### src/rtl/pwm_cfg_parser.sv
// pwm_cfg_parser: validates framed PWM config commands and broadcasts a one-cycle config pulse
module pwm_cfg_parser #(
  parameter int NUM_CHANNELS = 8,
  parameter int TIMEOUT_CYCLES = 100000,
  parameter logic [7:0] SYNC_BYTE = 8'hA5
) (
  input  logic        clk,
  input  logic        rst,
  input  logic [7:0]  s_data,
  input  logic        s_valid,
  output logic        s_ready,
  output logic        pwm_config_vld,
  output logic [7:0]  pwm_config_channel,
  output logic        pwm_en,
  output logic [27:0] pwm_period,
  output logic [27:0] pwm_hlevel,
  output logic        frame_err,
  output logic [15:0] ok_cnt,
  output logic [15:0] err_cnt
);
  localparam int TW = $clog2(TIMEOUT_CYCLES + 1);
  typedef enum logic [2:0] {HUNT, CHAN, FLAGS, PERIOD, HLEVEL, CSUM, EMIT} state_t;
  state_t state;
  logic [7:0] chan_r, flags_r, csum_r;
  logic [31:0] period_r, hlevel_r;
  logic [1:0] idx;
  logic [TW-1:0] to_cnt;
  logic acc, in_frame, timeout, good;
  assign s_ready = state != EMIT;
  assign acc = s_valid && s_ready;
  assign in_frame = state inside {CHAN, FLAGS, PERIOD, HLEVEL, CSUM};
  assign timeout = in_frame && !acc && to_cnt == TW'(TIMEOUT_CYCLES - 1);
  assign good = s_data == csum_r && 32'(chan_r) < NUM_CHANNELS && flags_r[7:1] == 7'd0
    && period_r[31:28] == 4'd0 && hlevel_r[31:28] == 4'd0;
  // Frame FSM: byte capture, running XOR, inter-byte timeout and the registered result pulse
  always_ff @(posedge clk) begin
    if (rst) begin
      state <= HUNT;
      chan_r <= '0;
      flags_r <= '0;
      csum_r <= '0;
      period_r <= '0;
      hlevel_r <= '0;
      idx <= '0;
      to_cnt <= '0;
      pwm_config_vld <= 1'b0;
      frame_err <= 1'b0;
      pwm_config_channel <= '0;
      pwm_en <= 1'b0;
      pwm_period <= '0;
      pwm_hlevel <= '0;
      ok_cnt <= '0;
      err_cnt <= '0;
    end else begin
      pwm_config_vld <= 1'b0;
      frame_err <= 1'b0;
      to_cnt <= (acc || !in_frame || timeout) ? '0 : to_cnt + TW'(1);
      if (timeout) begin
        state <= HUNT;
        frame_err <= 1'b1;
        if (err_cnt != 16'hFFFF) err_cnt <= err_cnt + 16'd1;
      end else if (acc) begin
        case (state)
          HUNT: begin
            csum_r <= '0;
            idx <= '0;
            if (s_data == SYNC_BYTE) state <= CHAN;
          end
          CHAN: begin
            chan_r <= s_data;
            csum_r <= csum_r ^ s_data;
            state <= FLAGS;
          end
          FLAGS: begin
            flags_r <= s_data;
            csum_r <= csum_r ^ s_data;
            state <= PERIOD;
          end
          PERIOD: begin
            period_r <= {period_r[23:0], s_data};
            csum_r <= csum_r ^ s_data;
            idx <= idx + 2'd1;
            if (idx == 2'd3) state <= HLEVEL;
          end
          HLEVEL: begin
            hlevel_r <= {hlevel_r[23:0], s_data};
            csum_r <= csum_r ^ s_data;
            idx <= idx + 2'd1;
            if (idx == 2'd3) state <= CSUM;
          end
          CSUM: begin
            state <= EMIT;
            if (good) begin
              pwm_config_vld <= 1'b1;
              pwm_config_channel <= chan_r;
              pwm_en <= flags_r[0];
              pwm_period <= period_r[27:0];
              pwm_hlevel <= hlevel_r[27:0];
              if (ok_cnt != 16'hFFFF) ok_cnt <= ok_cnt + 16'd1;
            end else begin
              frame_err <= 1'b1;
              if (err_cnt != 16'hFFFF) err_cnt <= err_cnt + 16'd1;
            end
          end
          default: state <= HUNT;
        endcase
      end else if (state == EMIT) begin
        state <= HUNT;
      end
    end
  end
endmodule

### config.mk
export PLATFORM = sky130hd
export DESIGN_NAME = pwm_cfg_parser
export DESIGN_NICKNAME = d
export VERILOG_FILES = /design/src/rtl/pwm_cfg_parser.sv
export SDC_FILE = /design/constraint.sdc
export NUM_CORES = 1
export LEC_CHECK = 0
export BUFFER_PORTS_ARGS = -buffer_cell sky130_fd_sc_hd__buf_2
export CORE_AREA = 2 2 129 131
export DETAILED_ROUTE_END_ITERATION = 8
export DIE_AREA = 0 0 131 133
export PLACE_DENSITY_LB_ADDON = 0.08
export SYNTH_ARGS = -nofsm -noshare
export SYNTH_HDL_FRONTEND = slang
export SYNTH_SLANG_ARGS = --single-unit
### constraint.sdc
create_clock -name clk -period 2.45 [get_ports clk]
set_input_delay 0.49 -clock clk [delete_from_list [all_inputs] [get_ports clk]]
set_output_delay 0.49 -clock clk [all_outputs]
set_load 0.02 [all_outputs]
; ---- Word level (Yosys, flattened, before mapping)
; Index checks and enable logic that the tools add are counted.
[op_classes]
order_cmp = 1
n_eq_ne = 17
bitwise_logic = 4
addsub = 4
n_reduce_logical = 36
n_mux = 18
[ops]
columns = operator, n
row1 = $mux W16, 5
row2 = $add A16 B1 Y16 const B, 2
row3 = $ne A16 B16 Y1 const B, 2
row4 = $reduce_and A3 Y1, 7
row5 = $pmux W3 S6, 1
row6 = $add A17 B1 Y17 const B, 1
row7 = $eq A17 B17 Y1 const B, 1
row8 = $pmux W8 S2, 1
row9 = $mux W3, 5
row10 = $reduce_bool A2 Y1, 5
row11 = $eq A3 B3 Y1 const B, 3
row12 = $eq A8 B8 Y1, 1
row13 = $eq A8 B8 Y1 const B, 1
row14 = $logic_not A4 Y1, 2
row15 = $lt A8 B4 Y1 const B, 1
row16 = $reduce_and A4 Y1, 2
row17 = $reduce_or A4 Y1, 2
row18 = $xor A8 B8 Y8, 1
row19 = $logic_and A1 B1 Y1, 7
row20 = $logic_not A7 Y1, 1
row21 = $eq A3 B2 Y1 const B, 2
row22 = $ne A3 B2 Y1 const B, 2
row23 = $ne A3 B3 Y1 const B, 2
row24 = $reduce_or A2 Y1, 3
row25 = other kinds (12), 20
[totals]
ff_bits = 209
output_inout_bits = 100
in_bits = 11

; ---- Logic depth before layout (Yosys ltp)
[logic_depth]
depth_word = 9
mapped_depth = 10

; ---- Least setup slack after synthesis
; No wires, ideal clock.
[synth_path]
path_type = input -> register
startpoint = input s_data[2]
endpoint = register err_cnt[10]
path_buffers = 2
setup_slack_ps = 77
t_arrival_ps = 2250
stages = 8
cell_sequence = clkbuf_1 > xnor2_1 > nand4_1 > or4_1 > a21oi_2 > buf_2 > nor4_1 > mux2_1
[synth_via]
elab_chain_len = 7
[synth_rtl]
columns = item, line_no
row1 = start: declaration, 9  ; input logic [7:0] s_data,
row2 = $eq A8 B8 Y1, 33  ; assign good = s_data == csum_r && 32'(chan_r) < NUM_CHANNELS && flags_r[7:1] == 7'd0
row3 = $logic_and A1 B1 Y1 (2 in series), 33
row4 = $logic_and A1 B1 Y1 (2 in series), 34  ; && period_r[31:28] == 4'd0 && hlevel_r[31:28] == 4'd0;
row5 = $ne A2 B2 Y1 (no line), --
row6 = $reduce_and A3 Y1 (no line), --
row7 = end signal: assignment, 61  ; if (err_cnt != 16'hFFFF) err_cnt <= err_cnt + 16'd1;
row8 = end signal: assignment, 102  ; if (err_cnt != 16'hFFFF) err_cnt <= err_cnt + 16'd1;
row9 = end: declaration, 19  ; output logic [15:0] err_cnt
; Every way passes these cells.
; A chain may end at the register's enable or synchronous reset.

; ---- Worst setup path after layout
[layout_path]
startpoint = register period_r[29]
endpoint = register ok_cnt[4]
[layout_via]
elab_chain_len = 4
[layout_rtl]
columns = item, line_no
row1 = start: declaration, 25  ; logic [31:0] period_r, hlevel_r;
row2 = start signal: assignment, 80  ; period_r <= {period_r[23:0], s_data};
row3 = $logic_not A4 Y1, 34
row4 = $logic_and A1 B1 Y1 (2 in series), 34
row5 = $reduce_and A5 Y1 (no line), --
row6 = end signal: assignment, 99  ; if (ok_cnt != 16'hFFFF) ok_cnt <= ok_cnt + 16'd1;
row7 = end: declaration, 18  ; output logic [15:0] ok_cnt,
; Every way passes these cells.

==> reports/qor.csv <==
stage;metric;value;unit
synth;net count after synthesis;1045;
synth;area leader, netlist;sky130_fd_sc_hd__dfxtp_1;
min_path;beginning of the worst hold path;rst;
clocking;clock tree from TritonCTS;built;
synth;Warnings, synthesis;0;
synth;Post-Synthesis Cell Area;8250;sq um
worst_setup_path;critical path data arrival time;2.73;ns
worst_setup_path;Setup crit start;period_r[29];
worst_setup_path;crit start category;register;
timing;actual transition at the worst max-transition pin;0.610;ns
floorplan;Die W;131;microns
global_route;GRT met2 Usage;0.344;
placed_design;dpl cell area;9110;sq um
worst_setup_path;capturing instance or port of the critical path;ok_cnt[4];
global_route;global route overflow;0;
worst_setup_path;reg-to-reg critical path startpoint;period_r[29];
global_route;met1 layer usage reported by global route;0.333;
layout;share of final-layout standard cells stronger than drive strength 1;0.174;
layout;relative area change from synthesis to final layout;19.7;%
clocking;number of buffers inserted during clock tree synthesis;22;
clocking;clock latency at the later pin of the worst-skew pair;0.50;ns
floorplan;number of core rows;47;
layout;Post-Layout Inst Area;9870;sq um
synth;Avg Cell Area, Syn;8.01;sq um
power_and_ir_drop;Power Dens Cells;682;nW/um^2
global_route;initial antenna violation count;0;
routing;post-route DRC violation count;0;
routing;via count normalized by instance count;5.29;
timing;post-route clock period utilization;0.944;
floorplan;Ports;111;
worst_setup_path;reg2reg end;ok_cnt[4];
clocking;Root Buffer;sky130_fd_sc_hd__clkbuf_16;
placed_design;RD Place Congestion;0.782;
clocking;maximum buffer depth of the clock tree;3;
timing;Setup Viol. Count Final;0;
timing;time the worst path needs with I/O delays and setup;2.31;ns
floorplan;initial standard-cell utilization of the core;0.510;
timing;top achievable clock speed;432;MHz
placed_design;input/output buffers;110;
synth;part of the Yosys area used for sequential elements;0.507;
worst_setup_path;maximum fanout along the worst path;8;
routing;number of search-and-repair iterations in the first detailed-routing pass;5;
floorplan;Die Y;133;microns
worst_setup_path;worst setup slack for register-to-register paths;0.14;ns
global_route;global-route wire length before repair;32.2;mm
global_route;maximum number of pins on one net before global-route repair;137;
power_and_ir_drop;IR drop worst, VDD;0.539;mV
global_route;fraction of met3 tracks used by global routing;0.0295;
layout;non-filler instance count after layout;1363;
worst_setup_path;cell depth of the worst flop-to-flop path;7;
placed_design;detailed placer's ending HPWL;12.9;mm
global_route;via count of the first global-routing pass;6445;
routing;via total after detailed routing;7204;
synth;number of distinct standard cells referenced by the synthesized netlist;46;
placed_design;Cell Count Post-Placement;1323;
routing;remaining antenna violation count;0;
clocking;number of hold buffers added after CTS;0;
floorplan;Total Die Area;17400;sq um
global_route;GRT Util Overall;0.223;
clocking;total number of clock tree sinks;209;
layout;antenna diode count;0;
synth;post-synthesis sequential element count;209;
run;Max Cap Viol;0;
min_path;cell count of the worst hold path;2;
floorplan;Core Region;16200;sq um
timing;Final Hold Viols;0;
worst_setup_path;Worst Setup Path Type;register to register;
timing;worst clock skew on the final layout;0.0146;ns
timing;normalized max-slew margin;0.592;
timing;setup repair after global routing missed its margin;false;
synth;count of mapped cells out of synthesis;1030;
timing;final total negative setup slack;0;ns
power_and_ir_drop;Final Power;6.73;mW
routing;final wirelength;19.7;mm
routing;initial DRC count;432;
worst_setup_path;data required time at the worst endpoint;2.87;ns
routing;Routed WL per cell;14.4;microns
worst_setup_path;endpoint class of the critical path;register;
synth;largest cells by area after synthesis;sky130_fd_sc_hd__dfxtp_1, sky130_fd_sc_hd__nand2_1, sky130_fd_sc_hd__a21oi_1;
status;result of the run;finished, final reports clean;
timing;Pins Over Slew Limit;0;
global_route;most utilized layer in the global route result;met2;
min_path;Hold Crit Class;input port to register;
layout;number of nets in the layout;1143;
synth;top cell type's share of synthesized area;0.507;
clocking;Clock Pin Slew Worst Setup and Hold Paths;0.06;ns
power_and_ir_drop;leakage power figure;3.67;nW
clocking;depth of the CTS H-tree;1;
power by group:
group	leakage, nW	total [mW]	switching, mW	internal (mW)
Clock	0.349	3.20	1.33	1.87
Combinational	1.64	0.129	0.0927	0.0362
Sequential	1.68	3.40	0.000695	3.40
synth_stat cells (all sizes together):
cell type / n
nand3: 26
nor4bb: 3
xnor2: 15
clkbuf: 59
nor2: 49
o22ai: 1
and3: 16
nand2: 296
or2: 3
and2: 8
mux2i: 10
nor2b: 6
a221oi: 2
or4: 17
nand2b: 1
ha: 4
and4: 2
nor4b: 1
buf: 15
inv: 11
o21a: 1
a31oi: 1
dfxtp: 209
nand4: 9
nand3b: 9
nor3: 2
o31ai: 13
o41ai: 1
a21oi: 174
nor4: 12
mux2: 5
a211oi: 2
or3: 14
o21ai: 23
or3b: 1
xor2: 9
layout make-up:
cell class                      count  area (sq um)
Clock buffer                       33           663
Clock inverter                      6          37.5
Fill cell                        1500          6300
Inverter                           11          41.3
Multi-Input combinational cell    736          3770
Sequential cell                   209          4190
Tap cell                          220           275
Timing Repair Buffer              148           892
registers in the layout, indices dropped and copies added, names as in the netlist, 16 cells and up:
signal,count
ok_cnt,16
err_cnt,16
pwm_period,28
hlevel_r,32
period_r,32
pwm_hlevel,28
to_cnt,17
logic make-up (layout without fill, tap and decap cells):
family	count (synthesis)	in the layout	share of synthesized area
AND/OR/NAND/NOR	475	475	0.261
buffers and inverters	85	198	0.0419
flip-flops	209	209	0.507
AO/OA/AOI/OAI	218	218	0.139
XOR/XNOR	24	24	0.0255
adder cells (fa/ha/maj)	4	4	0.00607
multiplexers	15	15	0.0190
worst min-delay path by stage:
stage / to
detailed placement: pwm_config_channel[7]
finish: ok_cnt[0]
floorplan: to_cnt[0]
CTS: ok_cnt[0]
global placement: pwm_config_channel[5]
global route: ok_cnt[0]
worst max-delay path: stages, from the launching register on:
cell                      delay, ns
sky130_fd_sc_hd__dfxtp_1       0.31
sky130_fd_sc_hd__nor4_1        0.37
sky130_fd_sc_hd__nand2_1       0.18
sky130_fd_sc_hd__nor4_4        0.38
sky130_fd_sc_hd__buf_4         0.19
sky130_fd_sc_hd__nand4_1       0.24
sky130_fd_sc_hd__or3_1         0.45
sky130_fd_sc_hd__a21oi_1       0.12
metrics by stage:
stage | util | worst slack, ns | hold slack, ns
after floorplan | - | 0.0771 | 0.430
after global placement | 0.563 | 0.0157 | 0.437
after detailed placement | 0.563 | -0.0283 | 0.439
after CTS | 0.607 | 0.00358 | 0.302
after global routing | 0.610 | 0.00818 | 0.317
final | 0.610 | 0.137 | 0.311
placed cells by master, fill, tap and decap left out, types with 10 or more instances in the layout:
| cell type | count |
|---|---|
| sky130_fd_sc_hd__nor2_1 | 49 |
| sky130_fd_sc_hd__and3_1 | 15 |
| sky130_fd_sc_hd__or3_1 | 14 |
| sky130_fd_sc_hd__nand2_1 | 294 |
| sky130_fd_sc_hd__mux2i_1 | 10 |
| sky130_fd_sc_hd__dfxtp_1 | 208 |
| sky130_fd_sc_hd__a21oi_1 | 173 |
| sky130_fd_sc_hd__clkbuf_16 | 23 |
| sky130_fd_sc_hd__xnor2_1 | 15 |
| sky130_fd_sc_hd__or4_1 | 16 |
| sky130_fd_sc_hd__buf_4 | 34 |
| sky130_fd_sc_hd__o31ai_1 | 13 |
| sky130_fd_sc_hd__buf_2 | 109 |
| sky130_fd_sc_hd__nand3_1 | 26 |
| sky130_fd_sc_hd__o21ai_0 | 18 |
layer usage:
metal	wire [microns]	part of all wire	vias up
met5	0	0	-
met4	249	0.013	0
met3	816	0.041	22
met2	9070	0.46	163
met1	9520	0.48	3342
li1	-	-	3677
what timing repair did:
| action | CTS | global route |
|---|---|---|
| setup buffers | 0 | 2 |
| endpoints found under the setup margin | 0 | 71 |
| gates resized for setup | 0 | 9 |
| endpoints found under the hold margin | 0 | 0 |
Note: power is estimated with default switching activity, not from simulation.
